## src/rtl/digit_scan_ctrl.sv

```systemverilog
// rtl/digit_scan_ctrl.sv - 3-digit display scan scheduler with blanking and double-buffered BCD load
module digit_scan_ctrl #(
    parameter int SHOW_CYCLES  = 49000,
    parameter int BLANK_CYCLES = 1000,
    parameter int LZ_SUPPRESS  = 1
) (
    input  logic        clk,
    input  logic        rst,
    input  logic        enable,
    input  logic        load,
    input  logic [11:0] bcd_in,
    output logic [1:0]  digit_sel,
    output logic [3:0]  bcd_out,
    output logic        blank,
    output logic        frame_done,
    output logic        load_ack,
    output logic        load_err
);

    // One counter serves both BLANK and SHOW, so it is sized for the longer of the two.
    localparam int MAXC = (SHOW_CYCLES > BLANK_CYCLES) ? SHOW_CYCLES : BLANK_CYCLES;
    localparam int CW   = (MAXC < 2) ? 1 : $clog2(MAXC);
    localparam logic [CW-1:0] SHOW_LAST  = CW'(SHOW_CYCLES - 1);
    localparam logic [CW-1:0] BLANK_LAST = CW'(BLANK_CYCLES - 1);
    localparam logic [1:0]    IDX_ONES   = 2'd2;

    typedef enum logic [1:0] {
        S_IDLE  = 2'd0,
        S_BLANK = 2'd1,
        S_SHOW  = 2'd2
    } state_t;

    state_t      state_q;
    logic [CW-1:0] cnt_q;
    logic [1:0]  idx_q;
    logic [1:0]  idx_d;
    logic [11:0] active_q;
    logic [11:0] shadow_q;
    logic        pending_q;
    logic [1:0]  digit_sel_q;
    logic [3:0]  bcd_out_q;
    logic        blank_q;
    logic        frame_done_q;
    logic        load_ack_q;
    logic        load_err_q;

    logic        load_valid;
    logic        frame_end;
    logic        commit;
    logic [3:0]  slot_nibble;
    logic        slot_lz_blank;

    // Decode the incoming value, the frame boundary and the commit condition.
    always_comb begin
        load_valid = (bcd_in[11:8] <= 4'd9) && (bcd_in[7:4] <= 4'd9) && (bcd_in[3:0] <= 4'd9);
        // Dropping enable on the final ones cycle takes priority: the frame is abandoned,
        // and the pending value is committed from IDLE on the following cycle instead.
        frame_end  = (state_q == S_SHOW) && enable && (cnt_q == SHOW_LAST) && (idx_q == IDX_ONES);
        commit     = pending_q && ((state_q == S_IDLE) || frame_end);
        idx_d      = (idx_q == IDX_ONES) ? 2'd0 : idx_q + 2'd1;
    end

    // Pick the nibble for the current slot and decide whether leading-zero suppression blanks it.
    always_comb begin
        slot_nibble   = 4'd0;
        slot_lz_blank = 1'b0;
        case (idx_q)
            2'd0: begin
                slot_nibble   = active_q[11:8];
                slot_lz_blank = (LZ_SUPPRESS != 0) && (active_q[11:8] == 4'd0);
            end
            2'd1: begin
                slot_nibble   = active_q[7:4];
                slot_lz_blank = (LZ_SUPPRESS != 0) && (active_q[11:4] == 8'd0);
            end
            2'd2: begin
                slot_nibble   = active_q[3:0];
                slot_lz_blank = 1'b0;
            end
            default: begin
                slot_nibble   = 4'd0;
                slot_lz_blank = 1'b0;
            end
        endcase
    end

    // Scan FSM; display outputs are set on the edge that enters each state.
    always_ff @(posedge clk) begin
        if (rst) begin
            state_q      <= S_IDLE;
            cnt_q        <= '0;
            idx_q        <= 2'd0;
            digit_sel_q  <= 2'd0;
            bcd_out_q    <= 4'd0;
            blank_q      <= 1'b1;
            frame_done_q <= 1'b0;
        end else begin
            frame_done_q <= frame_end;
            case (state_q)
                S_IDLE: begin
                    cnt_q       <= '0;
                    idx_q       <= 2'd0;
                    digit_sel_q <= 2'd0;
                    bcd_out_q   <= 4'd0;
                    blank_q     <= 1'b1;
                    if (enable) begin
                        state_q <= S_BLANK;
                    end
                end
                S_BLANK: begin
                    if (!enable) begin
                        state_q     <= S_IDLE;
                        cnt_q       <= '0;
                        idx_q       <= 2'd0;
                        digit_sel_q <= 2'd0;
                        bcd_out_q   <= 4'd0;
                        blank_q     <= 1'b1;
                    end else if (cnt_q == BLANK_LAST) begin
                        state_q     <= S_SHOW;
                        cnt_q       <= '0;
                        digit_sel_q <= idx_q;
                        bcd_out_q   <= slot_nibble;
                        blank_q     <= slot_lz_blank;
                    end else begin
                        cnt_q <= cnt_q + CW'(1);
                    end
                end
                S_SHOW: begin
                    if (!enable) begin
                        state_q     <= S_IDLE;
                        cnt_q       <= '0;
                        idx_q       <= 2'd0;
                        digit_sel_q <= 2'd0;
                        bcd_out_q   <= 4'd0;
                        blank_q     <= 1'b1;
                    end else if (cnt_q == SHOW_LAST) begin
                        state_q     <= S_BLANK;
                        cnt_q       <= '0;
                        idx_q       <= idx_d;
                        digit_sel_q <= idx_d;
                        bcd_out_q   <= 4'd0;
                        blank_q     <= 1'b1;
                    end else begin
                        cnt_q <= cnt_q + CW'(1);
                    end
                end
                default: begin
                    state_q     <= S_IDLE;
                    cnt_q       <= '0;
                    idx_q       <= 2'd0;
                    digit_sel_q <= 2'd0;
                    bcd_out_q   <= 4'd0;
                    blank_q     <= 1'b1;
                end
            endcase
        end
    end

    // Shadow/active double buffer: commit uses the pre-edge shadow, a same-edge load refills it.
    always_ff @(posedge clk) begin
        if (rst) begin
            active_q   <= 12'd0;
            shadow_q   <= 12'd0;
            pending_q  <= 1'b0;
            load_ack_q <= 1'b0;
            load_err_q <= 1'b0;
        end else begin
            load_ack_q <= commit;
            load_err_q <= load && !load_valid;
            if (commit) begin
                active_q <= shadow_q;
            end
            if (load && load_valid) begin
                shadow_q  <= bcd_in;
                pending_q <= 1'b1;
            end else if (commit) begin
                pending_q <= 1'b0;
            end
        end
    end

    assign digit_sel  = digit_sel_q;
    assign bcd_out    = bcd_out_q;
    assign blank      = blank_q;
    assign frame_done = frame_done_q;
    assign load_ack   = load_ack_q;
    assign load_err   = load_err_q;

endmodule
```

## config.mk

```make
export PLATFORM = sky130hd
export DESIGN_NAME = digit_scan_ctrl
export DESIGN_NICKNAME = d
export VERILOG_FILES = /design/src/rtl/digit_scan_ctrl.sv
export SDC_FILE = /design/constraint.sdc
export NUM_CORES = 1
export LEC_CHECK = 0
export BUFFER_PORTS_ARGS = -buffer_cell sky130_fd_sc_hd__buf_4
export CAP_MARGIN = 0
export CORE_MARGIN = 1.5
export CORE_UTILIZATION = 40
export DETAILED_ROUTE_END_ITERATION = 10
export PLACE_DENSITY = 0.6
export SYNTH_ARGS = -nofsm -noshare
export SYNTH_HDL_FRONTEND = slang
export SYNTH_SLANG_ARGS = --single-unit
```

## constraint.sdc

```tcl
create_clock -name clk -period 3.88 [get_ports clk]
set_input_delay 0.194 -clock clk [delete_from_list [all_inputs] [get_ports clk]]
set_output_delay 0.194 -clock clk [all_outputs]
set_load 0.02 [all_outputs]
```

; ---- Yosys cells after proc, flatten, opt, wreduce, memory -nomap -nowiden
; Index checks and enable logic that the tools add are counted.
[totals]
ff_bits = 55
wordCells = 78
[classes]
n_mux = 33
n_lt_le_gt_ge = 3
n_reduce_logical = 18
n_addsub = 2
n_eq_ne = 10
[ops]
columns = operator, count
row1 = $mux 16, 4
row2 = $pmux 16 s2, 1
row3 = $mux 2, 11
row4 = $add 16x1->16 const B, 1
row5 = $eq 16x10->1 const B, 1
row6 = $eq 16x16->1 const B, 1
row7 = $mux 4, 4
row8 = $le 4x4->1 const B, 3
row9 = $pmux 4 s3, 1
row10 = $logic_and 1x1->1, 8
row11 = $logic_not 8->1, 1
row12 = $pmux 2 s2, 2
row13 = $pmux 4 s2, 1
row14 = $mux 1, 6
row15 = $pmux 2 s3, 1
row16 = $eq 2x1->1 const B, 2
row17 = $eq 2x2->1 const B, 2
row18 = $logic_not 2->1, 2
row19 = $logic_not 4->1, 1
row20 = $ne 2x2->1 const B, 2
row21 = $pmux 1 s2, 2
row22 = $reduce_and 2->1, 2
row23 = $ne 3x2->1 const B, 1
row24 = $ne 3x3->1 const B, 1
row25 = other kinds (5), 5

; ---- Longest topological paths before layout
; Gate-level depths: netlist of run 1.
[depth]
ltp_word = 8
depth_mapped = 9

; ---- Worst setup path before layout of run 1
; No wires, ideal clock.
[synth_path]
kind = reg-to-reg
start = reg cnt_q[0]
end = reg state_q[0]
stages_incl_launch_ff = 7
required_time_ns = 3.784
n_path_buf = 0
period_less_slack_ns = 1.946
t_arrival_ns = 1.850
setup_slack_ns = 1.934
cell_sequence = dfxtp_1 -> ha_1 -> nand4_1 -> nand2b_1 -> o41a_1 -> or3_1 -> o41ai_2
[synth_between]
elab_chain_len = 3
elab_cells_between_ends = 5
cone_classes = 4 x eq/ne / 1 x reduce/logical
[synth_lines]
columns = element, line
row1 = start: declaration, 34  ; logic [CW-1:0] cnt_q;
row2 = start signal: assignment, 125  ; cnt_q <= cnt_q + CW'(1);
row3 = start signal: assignment, 144  ; cnt_q <= cnt_q + CW'(1);
row4 = $eq 16x10->1 or $eq 16x16->1 (tied branches), "118, 136"
row5 = $ne 3x3->1 (no line) or $ne 3x2->1 (tied branches), -
row6 = $reduce_and 3->1 (no line) (*), -
row7 = end signal: assignment, 112  ; state_q <= S_IDLE;
row8 = end signal: assignment, 119  ; state_q <= S_SHOW;
row9 = end signal: assignment, 130  ; state_q <= S_IDLE;
row10 = end: declaration, 33  ; state_t state_q;
; Every way passes the cells marked *; elsewhere a longest branch is shown, timed or not.
; A chain may end at the register's enable or synchronous reset.

; ---- Worst setup path after layout of run 1
; Ends and elaborated chain as after synthesis.

==> results_dict.tcl, run 1 <==
set metrics [dict create \
    outcome "complete, no violations" \
    die_y_microns 81.10 \
    yosysSeqAreaShare_pct 45.13 \
    crit_end "state_q[0]" \
    cp.arrival_ns 2.47 \
    slowest_delay_ns 0.58 \
    dieArea_sq_um 6577 \
    clk_pin_slew_worst_paths_ns 0.09 \
    ant_nets 0 \
    finClkSkew_ns 0.005209 \
    final-hold-violation-count 0 \
    fin_cells 366 \
    syn-cell-area_sq_um 2440 \
    drt_pass1_iterations 4 \
    ys.flop_type "dfxtp_1" \
    power_density_nw_per_um2 377.6 \
    seq_area_sq_um 1101 \
    yosysTopAreaCellShare_pct 45.13 \
    power.share.switching_pct 26.88 \
    tns_ns 0 \
    clk_path_buf_depth 2 \
    cap_violations 0 \
    drv_slew 0 \
    hpwl_microns 3356 \
    antennaDiodeCount 0 \
    start_util_pct 41.21 \
    p_clk_share_pct 28.6 \
    ir_worst_vdd_mv 0.1856 \
    pwr-share-seq_pct 57.2 \
    antenna_found_initial 0 \
    hold_path.class "in2reg" \
    nets 313 \
    syn-mean-instance-area_sq_um 8.937 \
    fin_crit_ns 2.255 \
    row_count 28 \
    crit_type "reg2reg" \
    syn_nets 294 \
    worst_path_max_delay_cell "o41a_1" \
    globalplace.congestion 0.7743 \
    post_cts_buffers 0 \
    vias_per_cell 5.186 \
    place_ws_ns 1.605 \
    ctsResizeCount 0 \
    critPathMaxFanout 12 \
    timing.rr.start "cnt_q[0]" \
    numCtsBuffers 5 \
    crit_start "cnt_q[0]" \
    grt_pass1_vias 1782 \
    die_x_microns 81.10 \
    synth_seq_cells 55 \
    reg2reg_setup_slack_ns 1.63 \
    dp.cells 360 \
    worstHoldPathCells 3 \
    placed_cell_area_sq_um 2669 \
    synth-edff-count 0 \
    core-area_sq_um 5921 \
    drt_iter0_drc 81 \
    cp-end-kind "flip-flop" \
    rsz0062_at_grt "no" \
    num_vias 1898 \
    synth_area_leader_cell "dfxtp_1" \
    switchingPower_mw 0.2786 \
    drc 0 \
    grtUsageTotal_pct 15.59 \
    tightest_slew_ns 0.9267 \
    grt_pass1_wl_microns 7997 \
    nFillCells 585 \
    grt_max_degree 34 \
    drive_gt1_share_pct 13.40 \
    wl_per_cell_microns 12.49 \
    yosys_warnings 0 \
    layout-area-overhead-vs-synth_pct 12.51 \
    tritoncts "done" \
    clkSinkCount 55 \
    finalSetupViolations 0 \
    io_pins 26 \
    multi_input_area_sq_um 1264 \
    fmax_mhz 443.5 \
    ys_top_cells_by_area "dfxtp_1 (45%), mux2i_1 (11%), nand2_1 (6.6%)" \
    cts-root-buf "clkbuf_8" \
    cts_hold_buf 0 \
    cp-start-kind "flip-flop" \
    port_buffers 25 \
    r2r_cells 6 \
    final.period_utilization_pct 58.11 \
    synthTopCellsByCount "dfxtp_1 (55), nand2_1 (43), nor2_1 (31)" \
    r2r_end "state_q[0]" \
    p_int_mw 0.7580 \
    wl_microns 4573 \
    crit_required_ns 4.09 \
    grt_remaining_overflow 0 \
    htree_levels 2 \
    finalPower_mw 1.037 \
    synth_most_common_cell "dfxtp_1" \
    async_flop_share_pct 0 \
    synth_cell_types 42 \
    setup_ws_ns 1.625 \
    maxSlewHeadroom_pct 38.15 \
    path_cells "ha_1, nand4_1, nand2b_1, o41a_1, or3_1, o41ai_2" \
    final_area_sq_um 2745 \
    synth_cells 273 \
    comb_power_share_pct 14.3 \
    power.leakage_nw 1.049 \
    worstSkewPairLatency_ns 0.30 \
]
how the worst min path moves through the flow:
| stage | from | to |
|---|---|---|
| after global routing | bcd_in[7] | shadow_q[7] |
| after global placement | bcd_in[4] | shadow_q[4] |
| after floorplan | rst | state_q[1] |
| final | bcd_in[4] | shadow_q[4] |
| after detailed placement | bcd_in[4] | shadow_q[4] |
| after CTS | bcd_in[0] | shadow_q[0] |
cell families (layout without fill, tap and decap cells):
group,Yosys count,after routing,share of synthesized area (%)
fa+ha+maj,5,5,2.564
buf+inv,18,36,3.076
xor+xnor,14,14,5.026
mux,28,28,11.49
compound gates,35,35,9.846
simple gates,118,118,22.87
flops,55,55,45.13
placed cells by master, fill, tap and decap left out, drive strengths merged, types with 2 or more instances in the layout:
| cell type | netlist | final |
|---|---|---|
| a211oi | 2 | 2 |
| a21oi | 9 | 9 |
| a31o | 4 | 4 |
| and2 | 2 | 2 |
| and3 | 4 | 4 |
| buf | 5 | 26 |
| clkbuf | 9 | 5 |
| dfxtp | 55 | 55 |
| ha | 5 | 5 |
| inv | 4 | 4 |
| mux2i | 28 | 28 |
| nand2 | 43 | 43 |
| nand3 | 7 | 7 |
| nand4 | 4 | 4 |
| nor2 | 31 | 31 |
| nor2b | 3 | 3 |
| nor3 | 7 | 7 |
| nor3b | 3 | 3 |
| nor4 | 3 | 3 |
| o21ai | 9 | 9 |
| o22ai | 4 | 4 |
| o311ai | 2 | 2 |
| o41ai | 3 | 3 |
| or4 | 3 | 3 |
| xnor2 | 7 | 7 |
| xor2 | 7 | 7 |
critical path: cells and delay by family (launching register included):
family | cells | cell delay (ns)
AOI/OAI and AO/OA | 2 | 0.84
adders and majority gates | 1 | 0.23
DFF | 1 | 0.36
and+or+nand+nor | 3 | 0.73
power groups by stage:
stage	registers, mW	clock network, mW	logic, mW
final	0.593	0.296	0.148
after global placement	0.605	0	0.146
after global routing	0.595	0.334	0.167
after detailed placement	0.605	0	0.149
after CTS	0.593	0.314	0.149
after floorplan	0.602	0	0.111
area by class of cell:
cell class                 instances  area share, %
tap                               75          3.418
clock inverter                     1         0.2735
sequential                        55          40.11
multi-input combinational        200          46.03
timing repair buffer              26          7.110
inverter                           4         0.5469
clock buffer                       5          2.507
layer usage:
metal | vias up | track usage, % | share of wire, %
li1 | 988 | - | -
met1 | 875 | 20.55 | 49
met2 | 28 | 25.67 | 46
met3 | 7 | 3.483 | 3.6
met4 | 0 | 4.138 | 1.2
met5 | - | 0 | 0
registers in the layout (all words and copies together), names as in the netlist:
name / flops
active_q: 12
bcd_out: 4
blank: 1
cnt_q: 16
digit_sel: 2
frame_done: 1
idx_q: 2
load_ack: 1
load_err: 1
pending_q: 1
shadow_q: 12
state_q: 2
stage by stage:
| step | hold WS, ns | util [%] |
|---|---|---|
| after global placement | 0.4228 | 45.08 |
| final | 0.1176 | 46.37 |
| after detailed placement | 0.4331 | 45.08 |
| after global routing | 0.1236 | 46.37 |
| after floorplan | 0.2957 | - |
| after CTS | 0.1121 | 46.37 |
No activity file was read; power rests on OpenSTA's default activity.
==> inputs of run 2 (changes only) <==
--- a/config.mk
+++ b/config.mk
@@ -5,12 +5,13 @@
 export SDC_FILE = /design/constraint.sdc
 export NUM_CORES = 1
 export LEC_CHECK = 0
+export ABC_AREA = 1
 export BUFFER_PORTS_ARGS = -buffer_cell sky130_fd_sc_hd__buf_4
 export CAP_MARGIN = 0
 export CORE_MARGIN = 1.5
 export CORE_UTILIZATION = 40
 export DETAILED_ROUTE_END_ITERATION = 10
-export PLACE_DENSITY = 0.6
+export PLACE_DENSITY = 0.62
 export SYNTH_ARGS = -nofsm -noshare
 export SYNTH_HDL_FRONTEND = slang
 export SYNTH_SLANG_ARGS = --single-unit
==> constraint.sdc (replaced) <==
create_clock -name clk -period 1.9 [get_ports clk]
set_input_delay 0.095 -clock clk [delete_from_list [all_inputs] [get_ports clk]]
set_output_delay 0.095 -clock clk [all_outputs]
set_load 0.02 [all_outputs]
==> run 2 against run 1 <==
Against the previous run: sequential share of layout area decreased by 2.8 points; sequential cell count unchanged; clock power increased by 120%; synthesized cell count increased by 35%; utilization increased by 0.058 points; setup slack got worse by 1.3 ns; design area increased by 7.4%; global-route usage decreased by 0.074 points; wire length increased by 11%; via count increased by 17%; critical path type unchanged; largest power group unchanged.
==> results_dict.tcl, run 2 <==
set metrics [dict create \
    power.leakage_nw 1.202 \
    placed_cell_area_sq_um 2859 \
    ys.flop_type "dfxtp_1" \
    final_util_pct 46.42 \
    antenna_found_initial 0 \
    syn-mean-instance-area_sq_um 7.114 \
    grt_pass1_wl_microns 8976 \
    reg_top3 "cnt_q (16), active_q (12), shadow_q (12)" \
    io_pins 26 \
    num_vias 2227 \
    outcome "complete, no violations" \
    yosys_warnings 0 \
    finalSetupViolations 0 \
    wl_per_cell_microns 10.83 \
    drc 0 \
    cp-start-kind "flip-flop" \
    die_x_microns 84.01 \
    path_cells "ha_1, nand3_1, nor2_1, nand2_2, nand2_4, nand2_4, nand2_2, nor3_1" \
    post_cts_buffers 0 \
    cts_hold_buf 0 \
    antennaDiodeCount 0 \
    crit_required_ns 2.09 \
    ir_worst_vdd_mv 0.4600 \
    nets 412 \
    drive_gt1_share_pct 14.03 \
    drt_pass1_iterations 4 \
    globalplace.congestion 0.8530 \
    synth-edff-count 0 \
    grt_pass1_vias 1974 \
    final.period_utilization_pct 85.47 \
    core-area_sq_um 6350 \
    final_area_sq_um 2948 \
    ctsResizeCount 0 \
    async_flop_share_pct 0 \
    maxSlewHeadroom_pct 71.36 \
    critPathMaxFanout 15 \
    wl_microns 5079 \
    die_y_microns 84.01 \
    tightest_slew_ns 0.4270 \
    grt_remaining_overflow 0 \
    grt_max_degree 30 \
    synth_area_leader_cell "dfxtp_1" \
    finClkSkew_ns 0.01157 \
    ys_top_cells_by_area "dfxtp_1 (42%), nor2_1 (12%), nand2_1 (8.7%)" \
    port_buffers 25 \
    rsz0062_at_grt "no" \
    cap_violations 0 \
    clk_pin_slew_worst_paths_ns 0.10 \
    cts-root-buf "clkbuf_8" \
    worstSkewPairLatency_ns 0.31 \
    grtUsageTotal_pct 15.52 \
    syn-cell-area_sq_um 2625 \
    worst_path_max_delay_cell "dfxtp_1" \
    drv_slew 0 \
    synth_cells 369 \
    holdWs_ns 0.01806 \
    largest_reg_flops 16 \
    crit_type "reg2reg" \
    tritoncts "done" \
    dp.cells 461 \
    synthTopCellsByCount "nor2_1 (82), nand2_1 (61), dfxtp_1 (55)" \
    hpwl_microns 3742 \
    drt_iter0_drc 162 \
    power_density_nw_per_um2 905.7 \
    layout-area-overhead-vs-synth_pct 12.30 \
    yosysSeqAreaShare_pct 41.94 \
    final_common_cell "nor2_1" \
    fin_crit_ns 1.624 \
    synth_cell_types 32 \
    final-hold-violation-count 0 \
    clk_path_buf_depth 2 \
    start_util_pct 41.34 \
    row_count 29 \
    nFillCells 660 \
    synth_most_common_cell "nor2_1" \
    top_register "cnt_q" \
    numCtsBuffers 5 \
    fin_cells 469 \
    vias_per_cell 4.748 \
    cp-end-kind "flip-flop" \
    syn_nets 390 \
    cp.arrival_ns 1.81 \
    tns_ns 0 \
    yosysTopAreaCellShare_pct 41.94 \
    dieArea_sq_um 7058 \
    ant_nets 0 \
    fmax_mhz 615.8 \
    final_cell_mix "nor2_1 (82), nand2_1 (61), dfxtp_1 (55), inv_1 (29), buf_4 (29)" \
    synth_seq_cells 55 \
    hold_path.class "in2reg" \
    clkSinkCount 55 \
    slowest_delay_ns 0.36 \
    reg2reg_setup_slack_ns 0.28 \
    htree_levels 2 \
]
## run 2: area by class of cell
cell class | count | area, sq um | share of cell area [%]
sequential | 55 | 1101 | 37.35
multi-input combinational | 266 | 1316 | 44.65
timing repair buffer | 29 | 217.7 | 7.385
inverter | 34 | 127.6 | 4.329
tap | 77 | 96.34 | 3.268
clock inverter | 2 | 16.27 | 0.5518
clock buffer | 6 | 72.57 | 2.462
## run 2: where the power goes
group / internal [mW] / switching, mW / leakage (nW)
Combinational: 0.245 / 0.483 / 0.714
Clock: 0.266 / 0.383 / 0.0418
Sequential: 1.24 / 0.0553 / 0.446
## run 2: logic make-up (layout without fill, tap and decap cells)
| family | Yosys count | count (layout) | share of synthesized area [%] |
|---|---|---|---|
| flip-flops | 55 | 55 | 41.94 |
| AO/OA/AOI/OAI | 49 | 49 | 9.867 |
| AND/OR/NAND/NOR | 206 | 206 | 35.89 |
| buffers and inverters | 48 | 71 | 7.912 |
| adder cells (fa/ha/maj) | 5 | 5 | 2.383 |
| XOR/XNOR | 6 | 6 | 2.002 |
## run 2: path summary, 6_finish.rpt
check	startpoint	end	depth (start not counted)
max	cnt_q[0]	cnt_q[2]	8
min	rst	idx_q[0]	2
max reg2reg	cnt_q[0]	cnt_q[2]	8
min reg2reg	cnt_q[0]	cnt_q[0]	1
## run 2: critical path, delay by kind of cell (launching register included)
kind,cells,cell delay (ns)
simple gates,7,0.97
flops,1,0.36
fa+ha+maj,1,0.19
## run 2: routing by layer
layer  vias to the layer above  GRT usage [%]  share of wire (%)
li1                       1225              -                  -
met2                        63          21.99                 38
met4                         0          4.471                1.1
met3                         5          4.253                6.1
met5                         -              0                  0
met1                       934          22.88                 54
## run 2: through the flow
stage                     power (mW)  worst slack (ns)
after global placement         2.031            0.3002
after CTS                      2.695            0.2433
after detailed placement       2.048            0.2600
after global routing           2.862           0.06220
after floorplan                1.936            0.4679
final                          2.670            0.2760
==> inputs of run 3 (changes only) <==
--- a/config.mk
+++ b/config.mk
@@ -8,6 +8,7 @@
 export ABC_AREA = 1
 export BUFFER_PORTS_ARGS = -buffer_cell sky130_fd_sc_hd__buf_4
 export CAP_MARGIN = 0
+export CORE_ASPECT_RATIO = 1.25
 export CORE_MARGIN = 1.5
 export CORE_UTILIZATION = 40
 export DETAILED_ROUTE_END_ITERATION = 10
==> run 3 against run 2 <==
Against the previous run: wire length up 4.9%; global-route usage up 1.2 points; critical path depth unchanged; clock power up 19%; critical path type unchanged; largest cell class unchanged.
==> results_dict.tcl, run 3 (synthesis gave the netlist of run 2 again) <==
set metrics [dict create \
    outcome "complete, no violations" \
    final_common_cell "nor2_1" \
    placed_cell_area_sq_um 2861 \
    worstSkewPairLatency_ns 0.31 \
    power_density_nw_per_um2 937.8 \
    port_buffers 25 \
    worst_path_max_delay_cell "dfxtp_1" \
    drt_iter0_drc 58 \
    globalplace.congestion 0.8316 \
    holdWs_ns 0.01615 \
    htree_levels 2 \
    grt_remaining_overflow 0 \
    slowest_delay_ns 0.37 \
    drv_slew 0 \
    maxSlewHeadroom_pct 69.27 \
    dr_wl_met3_microns 185 \
    wl_met2_microns 2750 \
    clk_pin_slew_worst_paths_ns 0.09 \
    reg_top3 "cnt_q (16), active_q (12), shadow_q (12)" \
    fmax_mhz 607.0 \
    clk_path_buf_depth 2 \
    ir_worst_vdd_mv 0.4696 \
    largest_reg_flops 16 \
    critPathBufInv 0 \
    finalSetupViolations 0 \
    post_cts_buffers 0 \
    final.period_utilization_pct 86.71 \
    num_vias 2305 \
    cp-start-kind "flip-flop" \
    die_x_microns 75.46 \
    hold_path.startpoint "load" \
    cts-root-buf "clkbuf_8" \
    ant_nets 0 \
    path_cells "ha_1, nand3_1, nor2_1, nand2_2, nand2_4, nand2_4, nand2_2, nor2_1" \
    final_area_sq_um 2974 \
    hpwl_microns 3969 \
    timing.rr.start "cnt_q[0]" \
    final-hold-violation-count 0 \
    cts_hold_buf 0 \
    tns_ns 0 \
    dieArea_sq_um 7060 \
    power.leakage_nw 1.214 \
    cp.arrival_ns 1.85 \
    wl_per_cell_microns 11.20 \
    grt_pass1_wl_microns 9177 \
    grt_pass1_vias 2189 \
    multi_input_area_sq_um 1316 \
    rsz0062_at_grt "no" \
    die_y_microns 93.57 \
    tightest_slew_ns 0.4581 \
    start_util_pct 42.03 \
    crit_family "simple AND/OR/NAND/NOR gates" \
    cp-end-kind "flip-flop" \
    hold_path.class "in2reg" \
    ctsResizeCount 0 \
    worstHoldEndpoint "load_err" \
    setup_ws_ns 0.2525 \
    r2r_end "cnt_q[11]" \
    row_count 32 \
    critPathMaxFanout 15 \
    crit_required_ns 2.10 \
    worstHoldPathCells 3 \
    nFillCells 683 \
    place_ws_ns 0.2517 \
    nets 411 \
    final_cell_mix "nor2_1 (82), nand2_1 (61), dfxtp_1 (55), inv_1 (29), buf_4 (28)" \
    wl_met1_microns 2307 \
    numCtsBuffers 5 \
    crit_type "reg2reg" \
    layout-area-overhead-vs-synth_pct 13.30 \
    grt_max_degree 28 \
    drt_pass1_iterations 4 \
    vias_per_cell 4.842 \
    cap_violations 0 \
    finClkSkew_ns 0.008920 \
    drive_gt1_share_pct 14.07 \
    tritoncts "done" \
    antennaDiodeCount 0 \
    top_register "cnt_q" \
    drc 0 \
    clkSinkCount 55 \
    fin_crit_ns 1.647 \
    wl_microns 5329 \
    core-area_sq_um 6246 \
    antenna_found_initial 0 \
    grtUsageTotal_pct 16.71 \
    r2r_cells 8 \
    reg2reg_setup_slack_ns 0.25 \
    routed.top_layer "met4" \
    io_pins 26 \
    seq_area_sq_um 1101 \
]
run 3: cell types whose count changed in the layout (fill, tap and decap cells not counted), sizes merged:
cell | previous run | this run
clkinv | 0 | 2
buf | 29 | 28
bufinv | 0 | 1
clkbuf | 6 | 5
clkinvlp | 1 | 0
inv | 35 | 34
run 3: how the worst max path moves through the flow:
stage	start	to	slack, ns	cells past startpoint
3_5_place_dp	cnt_q[0]	cnt_q[2]	0.25	8
4_1_cts	cnt_q[0]	cnt_q[2]	0.24	8
2_1_floorplan	cnt_q[0]	blank	0.47	9
6_report	cnt_q[0]	cnt_q[11]	0.25	8
5_1_grt	state_q[0]	cnt_q[7]	0.07	6
3_3_place_gp	cnt_q[5]	cnt_q[8]	0.32	9
run 3: per-stage QoR:
stage,std cells,utilization (%),total power [mW]
2_1_floorplan,369,-,1.936
3_3_place_gp,468,45.81,2.033
3_5_place_dp,468,45.81,2.041
4_1_cts,476,47.62,2.812
5_1_grt,476,47.62,2.970
6_report,476,47.62,2.789
run 3: power breakdown:
part | leakage [nW] | internal, mW | switching, mW
sequential | 0.446 | 1.24 | 0.0556
combinational | 0.710 | 0.240 | 0.484
clock | 0.0581 | 0.393 | 0.379
total | 1.21 | 1.87 | 0.919
run 3: per-layer routing:
| layer | vias up | global-route usage, % |
|---|---|---|
| met5 | - | 0 |
| met4 | 0 | 5.952 |
| met3 | 8 | 3.448 |
| met2 | 40 | 30.92 |
| met1 | 1037 | 18.08 |
| li1 | 1220 | - |
run 3: final cells by class:
| cell class | count | area share [%] |
|---|---|---|
| clock buffer | 5 | 2.314 |
| clock inverter | 3 | 1.472 |
| inverter | 34 | 4.291 |
| multi-input combinational | 266 | 44.26 |
| sequential | 55 | 37.02 |
| tap | 85 | 3.576 |
| timing repair buffer | 28 | 7.068 |
run 3: worst register-to-register path, cell delays in order (launching register included):
cell,delay [ns]
dfxtp_1,0.37
ha_1,0.20
nand3_1,0.13
nor2_1,0.21
nand2_2,0.09
nand2_4,0.11
nand2_4,0.12
nand2_2,0.24
nor2_1,0.08
